## config.mk

```make
export PLATFORM = sky130hd
export DESIGN_NAME = fetch_unit_flat
export DESIGN_NICKNAME = d
export VERILOG_FILES = /design/src/rtl/fetch_unit_if.sv /design/src/rtl/fetch_unit.sv /design/src/flat_wrapper.sv
export SDC_FILE = /design/constraint.sdc
export NUM_CORES = 1
export LEC_CHECK = 0
export BUFFER_PORTS_ARGS = -buffer_cell sky130_fd_sc_hd__buf_2
export CAP_MARGIN = 20
export CORE_AREA = 10 10 133 135
export DETAILED_ROUTE_END_ITERATION = 10
export DIE_AREA = 0 0 143 145
export PLACE_DENSITY = 0.83
export SLEW_MARGIN = 20
export SYNTH_ARGS = -nofsm -noshare
export SYNTH_HDL_FRONTEND = slang
export SYNTH_SLANG_ARGS = --single-unit
```

## constraint.sdc

```tcl
create_clock -name clk -period 13.4 [get_ports clk]
set_clock_uncertainty 0.05 [all_clocks]
set_input_delay 2.68 -clock clk [delete_from_list [all_inputs] [get_ports clk]]
set_output_delay 2.68 -clock clk [all_outputs]
set_load 0.05 [all_outputs]
```

## src/rtl/fetch_unit_if.sv

```systemverilog
// Fetch-stage bundle: imem request/response channel plus decode-side redirect and output word.
// FETCH_MISALIGN_EN adds the misalign_f flag to the bundle.
interface fetch_unit_if;
   logic        imem_req;
   logic [31:0] imem_addr;
   logic        imem_gnt;
   logic        imem_rvalid;
   logic [31:0] imem_rdata;
   logic        branch_d;
   logic [31:0] branch_next_addr_d;
   logic        stall_f;
   logic [31:0] instruction_f;
   logic [31:0] pc_f;
   logic        mem_valid_f;
`ifdef FETCH_MISALIGN_EN
   logic        misalign_f;

   modport master (
      output imem_req, imem_addr, instruction_f, pc_f, mem_valid_f, misalign_f,
      input  imem_gnt, imem_rvalid, imem_rdata, branch_d, branch_next_addr_d, stall_f
   );
   modport slave (
      input  imem_req, imem_addr, instruction_f, pc_f, mem_valid_f, misalign_f,
      output imem_gnt, imem_rvalid, imem_rdata, branch_d, branch_next_addr_d, stall_f
   );
`else
   modport master (
      output imem_req, imem_addr, instruction_f, pc_f, mem_valid_f,
      input  imem_gnt, imem_rvalid, imem_rdata, branch_d, branch_next_addr_d, stall_f
   );
   modport slave (
      input  imem_req, imem_addr, instruction_f, pc_f, mem_valid_f,
      output imem_gnt, imem_rvalid, imem_rdata, branch_d, branch_next_addr_d, stall_f
   );
`endif
endinterface

```

## src/rtl/fetch_unit.sv

```systemverilog
// Fetch stage: owns the PC, issues credit-limited in-order imem reads, buffers {pc,instr} for decode.
// Optional FETCH_MISALIGN_EN flags misaligned redirect targets and halts fetch until the next redirect.
module fetch_unit #(
   parameter int unsigned DEPTH    = 2,
   parameter logic [31:0] RESET_PC = 32'h0000_0000
) (
   input logic          clk,
   input logic          rst,
   fetch_unit_if.master bus
);
   localparam int unsigned PTR_W = (DEPTH > 1) ? $clog2(DEPTH) : 1;
   localparam int unsigned CNT_W = $clog2(DEPTH + 1);
   localparam logic [31:0] NOP   = 32'h0000_0013;

   typedef logic [CNT_W-1:0] cnt_t;
   typedef logic [PTR_W-1:0] ptr_t;
   typedef struct packed {
      logic [31:0] pc;
      logic [31:0] instr;
   } entry_t;

   logic [31:0] pc_q, pc_d;
   logic [31:0] resp_pc_q, resp_pc_d;
   cnt_t        outst_q, outst_d;
   cnt_t        drop_q, drop_d;
   cnt_t        count_q, count_d;
   ptr_t        rd_ptr_q, rd_ptr_d;
   ptr_t        wr_ptr_q, wr_ptr_d;
   entry_t      fifo_q [DEPTH];

   logic [CNT_W:0] in_use;
   logic           fetch_blocked;
   logic           grant;
   logic           mem_valid;
   logic           push;
   logic           pop;
   entry_t         head;

`ifdef FETCH_MISALIGN_EN
   logic misalign_q, misalign_d;
   logic inhibit_q, inhibit_d;
   logic target_misaligned;

   assign target_misaligned = (bus.branch_next_addr_d[1:0] != 2'b00);
   assign fetch_blocked     = inhibit_q;
   assign bus.misalign_f    = misalign_q;
`else
   assign fetch_blocked = 1'b0;
`endif

   function automatic ptr_t ptr_inc(input ptr_t p);
      return (p == ptr_t'(DEPTH - 1)) ? '0 : p + ptr_t'(1);
   endfunction

   // Credit check on registered counts: words in flight plus words buffered never exceed DEPTH.
   assign in_use       = {1'b0, outst_q} + {1'b0, count_q};
   assign bus.imem_req = !rst && !bus.branch_d && !fetch_blocked && (in_use < (CNT_W+1)'(DEPTH));
   assign bus.imem_addr = pc_q;
   assign grant        = bus.imem_req && bus.imem_gnt;

   assign mem_valid = (count_q != '0) && !bus.branch_d;
   assign pop       = mem_valid && !bus.stall_f;
   assign push      = bus.imem_rvalid && !bus.branch_d && (drop_q == '0);
   assign head      = fifo_q[rd_ptr_q];

   assign bus.mem_valid_f   = mem_valid;
   assign bus.instruction_f = mem_valid ? head.instr : NOP;
   assign bus.pc_f          = mem_valid ? head.pc : 32'h0;

   always_comb begin
      // NOTE: every next-state signal gets its hold value first so no path infers a latch.
      pc_d      = pc_q;
      resp_pc_d = resp_pc_q;
      outst_d   = outst_q + cnt_t'(grant) - cnt_t'(bus.imem_rvalid);
      drop_d    = drop_q;
      count_d   = count_q;
      rd_ptr_d  = rd_ptr_q;
      wr_ptr_d  = wr_ptr_q;
`ifdef FETCH_MISALIGN_EN
      misalign_d = misalign_q;
      inhibit_d  = inhibit_q;
`endif
      if (bus.branch_d) begin
         // Everything already granted is wrong-path; the word returning right now is dropped here.
         pc_d      = bus.branch_next_addr_d & ~32'h3;
         resp_pc_d = bus.branch_next_addr_d & ~32'h3;
         drop_d    = outst_q - cnt_t'(bus.imem_rvalid);
         count_d   = '0;
         rd_ptr_d  = '0;
         wr_ptr_d  = '0;
`ifdef FETCH_MISALIGN_EN
         misalign_d = misalign_q | target_misaligned;
         inhibit_d  = target_misaligned;
`endif
      end else begin
         if (grant) pc_d = pc_q + 32'd4;
         if (bus.imem_rvalid && (drop_q != '0)) drop_d = drop_q - cnt_t'(1);
         if (push) begin
            resp_pc_d = resp_pc_q + 32'd4;
            wr_ptr_d  = ptr_inc(wr_ptr_q);
         end
         if (pop) rd_ptr_d = ptr_inc(rd_ptr_q);
         count_d = count_q + cnt_t'(push) - cnt_t'(pop);
      end
   end

   always_ff @(posedge clk) begin
      // NOTE: sequential state uses non-blocking assignments so every register samples pre-edge values.
      if (rst) begin
         pc_q      <= RESET_PC;
         resp_pc_q <= RESET_PC;
         outst_q   <= '0;
         drop_q    <= '0;
         count_q   <= '0;
         rd_ptr_q  <= '0;
         wr_ptr_q  <= '0;
`ifdef FETCH_MISALIGN_EN
         misalign_q <= 1'b0;
         inhibit_q  <= 1'b0;
`endif
      end else begin
         pc_q      <= pc_d;
         resp_pc_q <= resp_pc_d;
         outst_q   <= outst_d;
         drop_q    <= drop_d;
         count_q   <= count_d;
         rd_ptr_q  <= rd_ptr_d;
         wr_ptr_q  <= wr_ptr_d;
`ifdef FETCH_MISALIGN_EN
         misalign_q <= misalign_d;
         inhibit_q  <= inhibit_d;
`endif
      end
   end

   // NOTE: FIFO storage is not reset; count_q alone decides which entries are meaningful.
   always_ff @(posedge clk) begin
      if (push) fifo_q[wr_ptr_q] <= '{pc: resp_pc_q, instr: bus.imem_rdata};
   end
endmodule

```

## src/flat_wrapper.sv

```systemverilog
// flat-port wrapper written by rule: the top's interface ports become plain ports
module fetch_unit_flat 
#(
   parameter int unsigned DEPTH    = 2,
   parameter logic [31:0] RESET_PC = 32'h0000_0000
)
  (clk, rst, bus_imem_req, bus_imem_addr, bus_instruction_f, bus_pc_f, bus_mem_valid_f, bus_imem_gnt, bus_imem_rvalid, bus_imem_rdata, bus_branch_d, bus_branch_next_addr_d, bus_stall_f);
  fetch_unit_if bus_i ();
  input logic clk;
  input logic rst;
  output wire logic [$bits(bus_i.imem_req)-1:0] bus_imem_req;
  output wire logic [$bits(bus_i.imem_addr)-1:0] bus_imem_addr;
  output wire logic [$bits(bus_i.instruction_f)-1:0] bus_instruction_f;
  output wire logic [$bits(bus_i.pc_f)-1:0] bus_pc_f;
  output wire logic [$bits(bus_i.mem_valid_f)-1:0] bus_mem_valid_f;
  input wire logic [$bits(bus_i.imem_gnt)-1:0] bus_imem_gnt;
  input wire logic [$bits(bus_i.imem_rvalid)-1:0] bus_imem_rvalid;
  input wire logic [$bits(bus_i.imem_rdata)-1:0] bus_imem_rdata;
  input wire logic [$bits(bus_i.branch_d)-1:0] bus_branch_d;
  input wire logic [$bits(bus_i.branch_next_addr_d)-1:0] bus_branch_next_addr_d;
  input wire logic [$bits(bus_i.stall_f)-1:0] bus_stall_f;
  assign bus_imem_req = bus_i.imem_req;
  assign bus_imem_addr = bus_i.imem_addr;
  assign bus_instruction_f = bus_i.instruction_f;
  assign bus_pc_f = bus_i.pc_f;
  assign bus_mem_valid_f = bus_i.mem_valid_f;
  assign bus_i.imem_gnt = bus_imem_gnt;
  assign bus_i.imem_rvalid = bus_imem_rvalid;
  assign bus_i.imem_rdata = bus_imem_rdata;
  assign bus_i.branch_d = bus_branch_d;
  assign bus_i.branch_next_addr_d = bus_branch_next_addr_d;
  assign bus_i.stall_f = bus_stall_f;
  fetch_unit #(.DEPTH(DEPTH), .RESET_PC(RESET_PC)) u_core (.clk(clk), .rst(rst), .bus(bus_i));
endmodule
```

# Word-level counts from Yosys, hierarchy flattened
# Memory sizes are Yosys's and may differ from the RTL's. A register that Yosys moved wholly into a read port is not among the register bits.
# Cells that the tools add are included.
# Widths: inputs -> output; s select.
# totals
reg_bits,72
ram_bits,128
input_bits,70
output_inout_bits,98
word_cells,54
mem_count,1
# memory_table
name,depth,word_bits,rd,rd_ports_with_merged_regs,write_ports,line,rtl
u_core.fifo_q,2,64,1,1,1,fetch_unit.sv:29,entry_t fifo_q [DEPTH];
# op_classes
addsub,11
order_cmp,1
n_mux,14
reduce_logical,18
# op_table
cell,n
$mux 32,6
$add 32x3->32 const B,2
$reduce_bool 2->1,5
$logic_and 1x1->1,8
$mux 1,6
$sub 2x1->2,3
$add 2x1->2,2
$mux 2,2
$add 2x2->3,1
$logic_not 1->1,3
$lt 3x2->1 const B,1
$add 1x1->1 const B,2
$logic_not 2->1,1
$reduce_or 2->1,1
$sub 2x1->2 const B,1

# Depth between registers and ports, before layout
# Gate-level depths: netlist (run 1).
# depth
depth_word,6
ltp_mapped,9

# Least setup slack after synthesis (run 1)
# OpenSTA, ideal clock, no wires.
# synth_path
path_kind,input-to-reg
startpoint,in bus_branch_d
endpoint,"mem u_core.fifo_q[0][0] in the netlist's numbering, enable pin"
t_arrival_ns,7.571
required_ns,12.792
slack_ns,5.222
stages,4
n_path_buf,3
path_cell_list,clkbuf_1 -> clkbuf_1 -> buf_1 -> nor3_1
# synth_between
elab_chain_len,5
# synth_rtl
element,line,rtl
from (decl),flat_wrapper.sv:19,input wire logic [$bits(bus_i.branch_d)-1:0] bus_branch_d;
$logic_not 1->1,fetch_unit.sv:63,assign push = bus.imem_rvalid && !bus.branch_d && (drop_q == '0);
$logic_and 1x1->1 (2 in a row),fetch_unit.sv:63,
$mux 1,fetch_unit.sv:138,"if (push) fifo_q[wr_ptr_q] <= '{pc: resp_pc_q, instr: bus.imem_rdata};"
$mux 1 (implied by the code),fetch_unit.sv:138,
to (decl),fetch_unit.sv:29,
# Every way passes these cells.

# Worst setup path after layout (run 1)
# layout_path
startpoint,in bus_branch_d
endpoint,out bus_instruction_f[1]
# layout_between
elab_chain_len,3
# layout_rtl
element,line,rtl
$logic_not 1->1,fetch_unit.sv:61,assign mem_valid = (count_q != '0) && !bus.branch_d;
$logic_and 1x1->1,fetch_unit.sv:61,
$mux 32,fetch_unit.sv:67,assign bus.instruction_f = mem_valid ? head.instr : NOP;
to (decl),flat_wrapper.sv:13,output wire logic [$bits(bus_i.instruction_f)-1:0] bus_instruction_f;
# Every way passes these cells.

==> results of run 1 <==
## worst register-to-register path: stages (launching register included)
cell and delay [ns]:
sky130_fd_sc_hd__dfxtp_1 0.38, sky130_fd_sc_hd__inv_1 0.09, sky130_fd_sc_hd__nor2_1 0.15, sky130_fd_sc_hd__fa_1 0.53
sky130_fd_sc_hd__nor3b_2 0.58, sky130_fd_sc_hd__buf_4 0.28, sky130_fd_sc_hd__nand4_1 0.33, sky130_fd_sc_hd__o21a_1 0.29
sky130_fd_sc_hd__o31a_1 0.23
## power by group through the flow
stage	logic (mW)	registers (mW)	clock network, mW
2_1_floorplan	0.0823	0.718	0
3_3_place_gp	0.137	0.701	0
3_5_place_dp	0.140	0.703	0
4_1_cts	0.140	0.690	0.498
5_1_grt	0.152	0.694	0.522
6_report	0.140	0.691	0.492
## final cells by class
| type | instances | area [um^2] |
|---|---|---|
| clock buffer | 21 | 460 |
| clock inverter | 11 | 113 |
| fill | 1103 | 4770 |
| inverter | 27 | 101 |
| multi-input combinational | 502 | 3390 |
| sequential | 193 | 5110 |
| tap | 188 | 235 |
| timing repair buffer | 168 | 858 |
## cells by family (layout without fill, tap and decap cells)
logic type	count (synthesis)	in the layout	synth area share (%)
multiplexers	64	64	7.27
XOR/XNOR	27	27	2.68
adder cells (fa/ha/maj)	8	8	1.22
other	1	4	0.0426
buffers and inverters	73	227	3.91
AO/OA/AOI/OAI	118	118	9.57
AND/OR/NAND/NOR	281	281	17.3
flip-flops	193	193	58.0
## metrics by stage
stage          worst slack (ns)  instances  total power, mW  area (um^2)
6_report                   6.03       1110             1.32        10300
2_1_floorplan              5.22        768            0.800         8820
3_3_place_gp               6.05       1078            0.838         9690
5_1_grt                    5.81       1110             1.37        10300
3_5_place_dp               6.02       1078            0.842         9690
4_1_cts                    6.02       1110             1.33        10300
## how the worst min path moves through the flow
stage	end	slack, ns	cells after the start
after floorplan	u_core.fifo_q[0][63]	0.40	0
after global placement	u_core.fifo_q[0][60]	0.43	0
after detailed placement	flip-flop	0.45	2
after CTS	flip-flop	0.47	2
after global routing	u_core.fifo_q[1][60]	0.49	0
final	flip-flop	0.47	2
## state kept, by name, indices dropped and copies added, names as in the netlist, named ones only
register              count
u_core.rd_ptr_q           1
u_core.resp_pc_q         30
u_core.drop_q             2
u_core.fifo_q           124
u_core.count_q            2
u_core.wr_ptr_q           1
u_core.bus.imem_addr     30
u_core.outst_q            2
## per-layer routing
metal,up-vias,wire length [um],global-route usage (%)
met2,313,9350,29.3
met3,30,1970,5.77
met5,-,0,0
met4,0,346,6.60
met1,3167,8920,25.8
li1,3160,-,-
## placed cells by master, fill, tap and decap left out, types with 16 or more instances in the layout
cell / netlist / layout
sky130_fd_sc_hd__buf_2: 2 / 161
sky130_fd_sc_hd__edfxtp_1: 124 / 124
sky130_fd_sc_hd__nor2_1: 84 / 84
sky130_fd_sc_hd__dfxtp_1: 69 / 68
sky130_fd_sc_hd__mux2i_1: 64 / 64
sky130_fd_sc_hd__nand2_1: 36 / 36
sky130_fd_sc_hd__nand3_1: 30 / 30
sky130_fd_sc_hd__inv_1: 26 / 26
sky130_fd_sc_hd__nand4_1: 23 / 23
sky130_fd_sc_hd__a21oi_1: 21 / 21
sky130_fd_sc_hd__a21boi_0: 19 / 19
sky130_fd_sc_hd__clkbuf_16: 0 / 17
sky130_fd_sc_hd__nor3_1: 17 / 16
==> impl_summary.txt, run 1 <==
----------------------------------------------------
[Critical path]
  Logic depth of the worst setup path including buffers ... 7
  Number of buffers and inverters on the critical path ... 5
  Destination of the critical timing path ... bus_instruction_f[1]
  Critical path start-end classification ... input port to output port
  Critical Path Start Type ... input port
  FF-to-FF Start ... u_core.count_q[0]
  Largest fanout on the critical path ... 67
  Data required time of the critical path ... 10.67 ns
  Data arrival time at the worst-slack endpoint ... 4.64 ns
  Largest stage delay on the critical path ... 0.52 ns
  R2R cell count ... 8
  R2R Path End ... u_core.bus.imem_addr[13]
  Family with the most delay on the worst path ... buffers and inverters
  CP max-delay cell ... sky130_fd_sc_hd__buf_4
  Crit path capture type ... output port
  Critical path launch point ... bus_branch_d
  Minimum setup slack among reg-to-reg paths ... 10.39 ns
  Critical-path cell list ... buf_2 -> buf_4 -> o21bai_4 -> buf_4 -> inv_1 -> nand2_1 -> buf_2

[Drt]
  Violation count after the first detailed-route iteration ... 496
  Final antenna-violating net count ... 0
  Total Routed Length ... 20600 um
  Vias per cell ... 6.01
  Total via count in the routed design ... 6670
  DRC violations left ... 0
  First-pass DRT Iterations ... 5
  Routed len/inst ... 18.5 um

[Timing]
  Worst hold slack ... 0.466 ns
  Fin crit period ... 7.37 ns
  Final Max Slew Viols ... 0
  Fin crit share ... 55.0%
  Max Clock Freq ... 0.136 GHz
  Worst slew slack as a fraction of its limit ... 28.8%
  Total negative slack for setup checks ... 0 ns
  RSZ-0062 raised after global routing ... no
  Number of endpoints with negative hold slack in the final report ... 0
  Number of setup violations in the final report ... 0
  Worst-Margin Slew ... 1.07 ns

[Pwr]
  Relative contribution of sequential cells to total power ... 52.2%
  IR Drop Worst-Case VDD ... 0.0000988 V
  Gate power share ... 10.6%
  Clock group share of total power ... 37.2%
  Lkg Pwr ... 3.81 nW
  Net switching power ... 331 uW
  Int Power ... 991 uW
  Power per Cell Area ... 129 nW/um^2
  Switching share of power ... 25.0%

[Placement]
  Placed wire-length estimate ... 14400 um
  Final weighted congestion in routability-driven placement ... 0.867
  Buffers added on ports ... 161

[Synth]
  Yosys warning total ... 0
  Netlist Area Pre-Place ... 8810 um^2
  Ranking of synthesized cells by instance count ... sky130_fd_sc_hd__edfxtp_1, sky130_fd_sc_hd__nor2_1, sky130_fd_sc_hd__dfxtp_1
  Post-Syn Instances ... 765
  Syn avg cell area ... 11.5 um^2
  Synth area leader ... sky130_fd_sc_hd__edfxtp_1
  Dominant cell by count in the synthesized netlist ... sky130_fd_sc_hd__edfxtp_1
  Dominant cells by area after synthesis ... sky130_fd_sc_hd__edfxtp_1, sky130_fd_sc_hd__dfxtp_1, sky130_fd_sc_hd__mux2i_1
  Most used flip-flop cell after synthesis ... sky130_fd_sc_hd__edfxtp_1
  Fraction of the yosys area taken by sequential cells ... 58.0%
  Number of flops mapped to enable cells by yosys ... 124
  Register bit total from synthesis ... 193
  Area fraction of the dominant cell type after synthesis ... 42.3%
  Distinct cell type count after synthesis ... 63
  Fraction of registers with async set/reset ... 0%

[Die]
  X dimension of the die ... 143 um
  Starting utilization of the core area ... 58.6%
  Die footprint ... 20700 um^2
  IO Pins ... 168
  Placeable core region ... 15000 um^2
  Die height ... 145 um
  Rows ... 45

[Cells and area]
  Antenna cells ... 0
  Signed area change from the synthesized netlist to the final layout ... 16.5%
  Final-stage net count ... 987
  Fraction of layout cells with a size suffix above 1 ... 22.9%
  Layout Utilization ... 68.3%

[Hold path]
  Worst hold path class ... flip-flop to flip-flop
  Min-Delay Startpoint ... u_core.rd_ptr_q

[Clocking]
  Clock tree from TritonCTS ... done
  Clock buffer count from CTS ... 17
  CTS-repair resized insts ... 0
  Bufs on Longest Clock Path ... 2
  Count of clock tree sinks ... 193
  Reg clk slew, reported paths ... 0.06 ns
  Insertion delay of the later-clocked pin in the worst-skew pair ... 0.43 ns
  H-tree levels ... 4
  Number of hold-repair buffers added at the cts stage ... 0
  Clock root buffer master ... sky130_fd_sc_hd__clkbuf_16
  Post-CTS Setup Bufs ... 0

[Status]
  Run status ... finished clean

[Global routing]
  GRT Overall Usage ... 19.3%
  Initial antenna violation count ... 0
  First-pass GRT wire length ... 32400 um
  Pin count of the biggest net entering global routing ... 68
  Number of global-route vias before repair ... 6190
  Overflow left after global routing ... 0

[Run]
  Maxcap violations ... 0

----------------------------------------------------
No activity file was read; power rests on OpenSTA's default activity.
==> inputs of run 2 (changes only) <==
--- a/config.mk
+++ b/config.mk
@@ -7,10 +7,10 @@
 export LEC_CHECK = 0
 export BUFFER_PORTS_ARGS = -buffer_cell sky130_fd_sc_hd__buf_2
 export CAP_MARGIN = 20
-export CORE_AREA = 10 10 133 135
+export CORE_AREA = 10 10 144 146
 export DETAILED_ROUTE_END_ITERATION = 10
-export DIE_AREA = 0 0 143 145
-export PLACE_DENSITY = 0.83
+export DIE_AREA = 0 0 154 156
+export PLACE_DENSITY = 0.74
 export SLEW_MARGIN = 20
 export SYNTH_ARGS = -nofsm -noshare
 export SYNTH_HDL_FRONTEND = slang
==> constraint.sdc (replaced) <==
create_clock -name clk -period 6.36 [get_ports clk]
set_clock_uncertainty 0.05 [all_clocks]
set_input_delay 1.272 -clock clk [delete_from_list [all_inputs] [get_ports clk]]
set_output_delay 1.272 -clock clk [all_outputs]
set_load 0.05 [all_outputs]
==> impl_summary.txt, run 2 (same netlist as run 1, synthesis figures left out) <==
----------------------------------------------------
[Clocking]
  Number of hold-repair buffers added at the cts stage ... 0 (unchanged)
  CTS-repair resized insts ... 0 (unchanged)
  Bufs on Longest Clock Path ... 2 (unchanged)
  Post-CTS Setup Bufs ... 0 (unchanged)
  Insertion delay of the later-clocked pin in the worst-skew pair ... 0.43 ns (about the same)
  H-tree levels ... 4 (unchanged)
  Count of clock tree sinks ... 193 (unchanged)
  Clock root buffer master ... sky130_fd_sc_hd__clkbuf_16
  Reg clk slew, reported paths ... 0.06 ns (about the same)
  Clock buffer count from CTS ... 17 (unchanged)
  Clock tree from TritonCTS ... done

[Die]
  IO Pins ... 168 (unchanged)
  Starting utilization of the core area ... 49.4% (-9.2 points)
  Rows ... 49 (+8.9%)
  X dimension of the die ... 154 um (+7.7%)
  Die height ... 156 um (+7.6%)
  Die footprint ... 24000 um^2 (+16%)
  Placeable core region ... 17800 um^2 (+19%)

[Cells and area]
  Layout Utilization ... 57.7% (-11 points)
  Post-layout instance count excluding filler cells ... 1151 (+3.7%)
  Fraction of layout cells with a size suffix above 1 ... 22.9% (unchanged)
  Final-stage net count ... 987 (unchanged)
  Most common cell after layout, fill and taps aside ... sky130_fd_sc_hd__buf_2
  Layout Cell Area excl Fill ... 10300 um^2 (+0.28%)
  Commonest cells after routing, fill and taps aside ... sky130_fd_sc_hd__buf_2, sky130_fd_sc_hd__edfxtp_1, sky130_fd_sc_hd__nor2_1
  Flip-flop count of the largest register after layout ... 124 (unchanged)
  Register name with the most flops ... u_core.fifo_q
  Antenna cells ... 0 (unchanged)
  Signed area change from the synthesized netlist to the final layout ... 16.9%

[Timing]
  Fin crit period ... 4.13 ns
  Final Max Slew Viols ... 0 (unchanged)
  Slack of the critical path ... 2.23 ns (-3.79 ns)
  Worst-Margin Slew ... 0.925 ns (-0.144 ns)
  Number of endpoints with negative hold slack in the final report ... 0 (unchanged)
  Max Clock Freq ... 0.242 GHz
  Worst slew slack as a fraction of its limit ... 38.4% (+9.6 points)
  Fin crit share ... 64.9%
  RSZ-0062 raised after global routing ... no
  Number of setup violations in the final report ... 0 (unchanged)
  Total negative slack for setup checks ... 0 ns (unchanged)

[Critical path]
  R2R Path End ... u_core.fifo_q[1][13]
  Data required time of the critical path ... 5.04 ns (-5.63 ns)
  Data arrival time at the worst-slack endpoint ... 2.80 ns (-1.84 ns)
  Critical path start-end classification ... input port to output port
  Largest fanout on the critical path ... 66 (-1.5%)
  Crit path capture type ... output port
  Minimum setup slack among reg-to-reg paths ... 3.31 ns (-7.08 ns)
  Critical Path Start Type ... input port
  R2R cell count ... 6 (-2)
  FF-to-FF Start ... u_core.drop_q[0]

[Global routing]
  Number of global-route vias before repair ... 6421 (+3.7%)
  First-pass GRT wire length ... 34000 um (+4.9%)
  Pin count of the biggest net entering global routing ... 67 (-1.5%)
  Overflow left after global routing ... 0 (unchanged)
  Initial antenna violation count ... 0 (unchanged)
  GRT Overall Usage ... 17.4% (-1.9 points)

[Drt]
  Highest layer used for signal routing ... met4
  Routed len/inst ... 18.4 um (-0.58%)
  Total Routed Length ... 21200 um (+3.1%)
  Total via count in the routed design ... 6582 (-1.3%)
  Routed length on met1 ... 9670 um (+8.4%)
  Violation count after the first detailed-route iteration ... 413 (-17%)
  Met2 wire length ... 9510 um (+1.6%)
  First-pass DRT Iterations ... 5 (unchanged)
  DRC violations left ... 0 (unchanged)
  Vias per cell ... 5.72 (-4.8%)
  Final antenna-violating net count ... 0 (unchanged)
  Wire length on met3 ... 1750 um (-11%)

[Placement]
  Placed wire-length estimate ... 15000 um (+4.2%)
  Buffers added on ports ... 161 (unchanged)
  Setup Slack @ Placement ... 2.28 ns (-3.74 ns)
  Final weighted congestion in routability-driven placement ... 0.853 (-1.6%)
  Placement-stage cell area ... 9750 um^2 (+0.59%)
  Placed instance count ... 1119 (+3.8%)

[Pwr]
  IR Drop Worst-Case VDD ... 0.000204 V (+110%)
  Lkg Pwr ... 3.77 nW (-1.0%)
  Power per Cell Area ... 266 nW/um^2 (+110%)

[Hold path]
  Worst Hold Path EP ... u_core.fifo_q[1][63]
  Worst hold path class ... flip-flop to flip-flop
  Min-Delay Startpoint ... u_core.resp_pc_q[31]
  Number of cells on the worst hold path ... 0 (-2)

[Status]
  Run status ... finished clean

[Run]
  Maxcap violations ... 0 (unchanged)

----------------------------------------------------
run 2: cell types whose count changed in the layout (fill, tap and decap cells not counted), sizes merged:
cell	previous run	this run
clkinv	7	4
inv	27	28
clkinvlp	2	8
clkbuf	21	18
bufinv	2	1
run 2: report_power, final:
part	switching [mW]	internal [mW]	leakage (nW)
Combinational	0.204	0.0943	1.81
Clock	0.454	0.536	0.242
Sequential	0.0564	1.40	1.71
Total	0.715	2.03	3.77
run 2: per-layer routing:
metal  vias up  global-route usage, %
met5         -                      0
met4         0                   5.40
met3        23                   4.71
met2       286                   26.4
met1      3101                   23.7
li1       3172                      -
run 2: worst max path at each step:
stage / slack [ns] / to / from / depth (start not counted)
after global placement: 2.25 / bus_imem_req / bus_branch_d / 5
after CTS: 2.27 / bus_imem_req / bus_branch_d / 5
final: 2.23 / bus_imem_req / bus_branch_d / 5
after detailed placement: 2.28 / bus_imem_req / bus_branch_d / 5
after global routing: 2.16 / bus_imem_req / rst / 4
after floorplan: 1.53 / u_core.fifo_q[0][0] / bus_branch_d / 4
run 2: stage by stage:
step / power (mW) / hold slack [ns]
3_3_place_gp: 1.77 / 0.447
2_1_floorplan: 1.68 / 0.400
6_report: 2.74 / 0.476
3_5_place_dp: 1.78 / 0.461
5_1_grt: 2.86 / 0.503
4_1_cts: 2.76 / 0.474
run 2: layout make-up:
class / count / area (um^2)
clock buffer: 18 / 429
clock inverter: 14 / 115
fill: 1495 / 7550
inverter: 27 / 101
multi-input combinational: 502 / 3390
sequential: 193 / 5110
tap: 229 / 287
timing repair buffer: 168 / 858
run 2: worst max-delay path, cell delays in order:
cell and delay [ns]:
sky130_fd_sc_hd__buf_2 0.10, sky130_fd_sc_hd__buf_4 0.32, sky130_fd_sc_hd__or2_2 0.51, sky130_fd_sc_hd__nor3_1 0.24, sky130_fd_sc_hd__buf_2 0.32
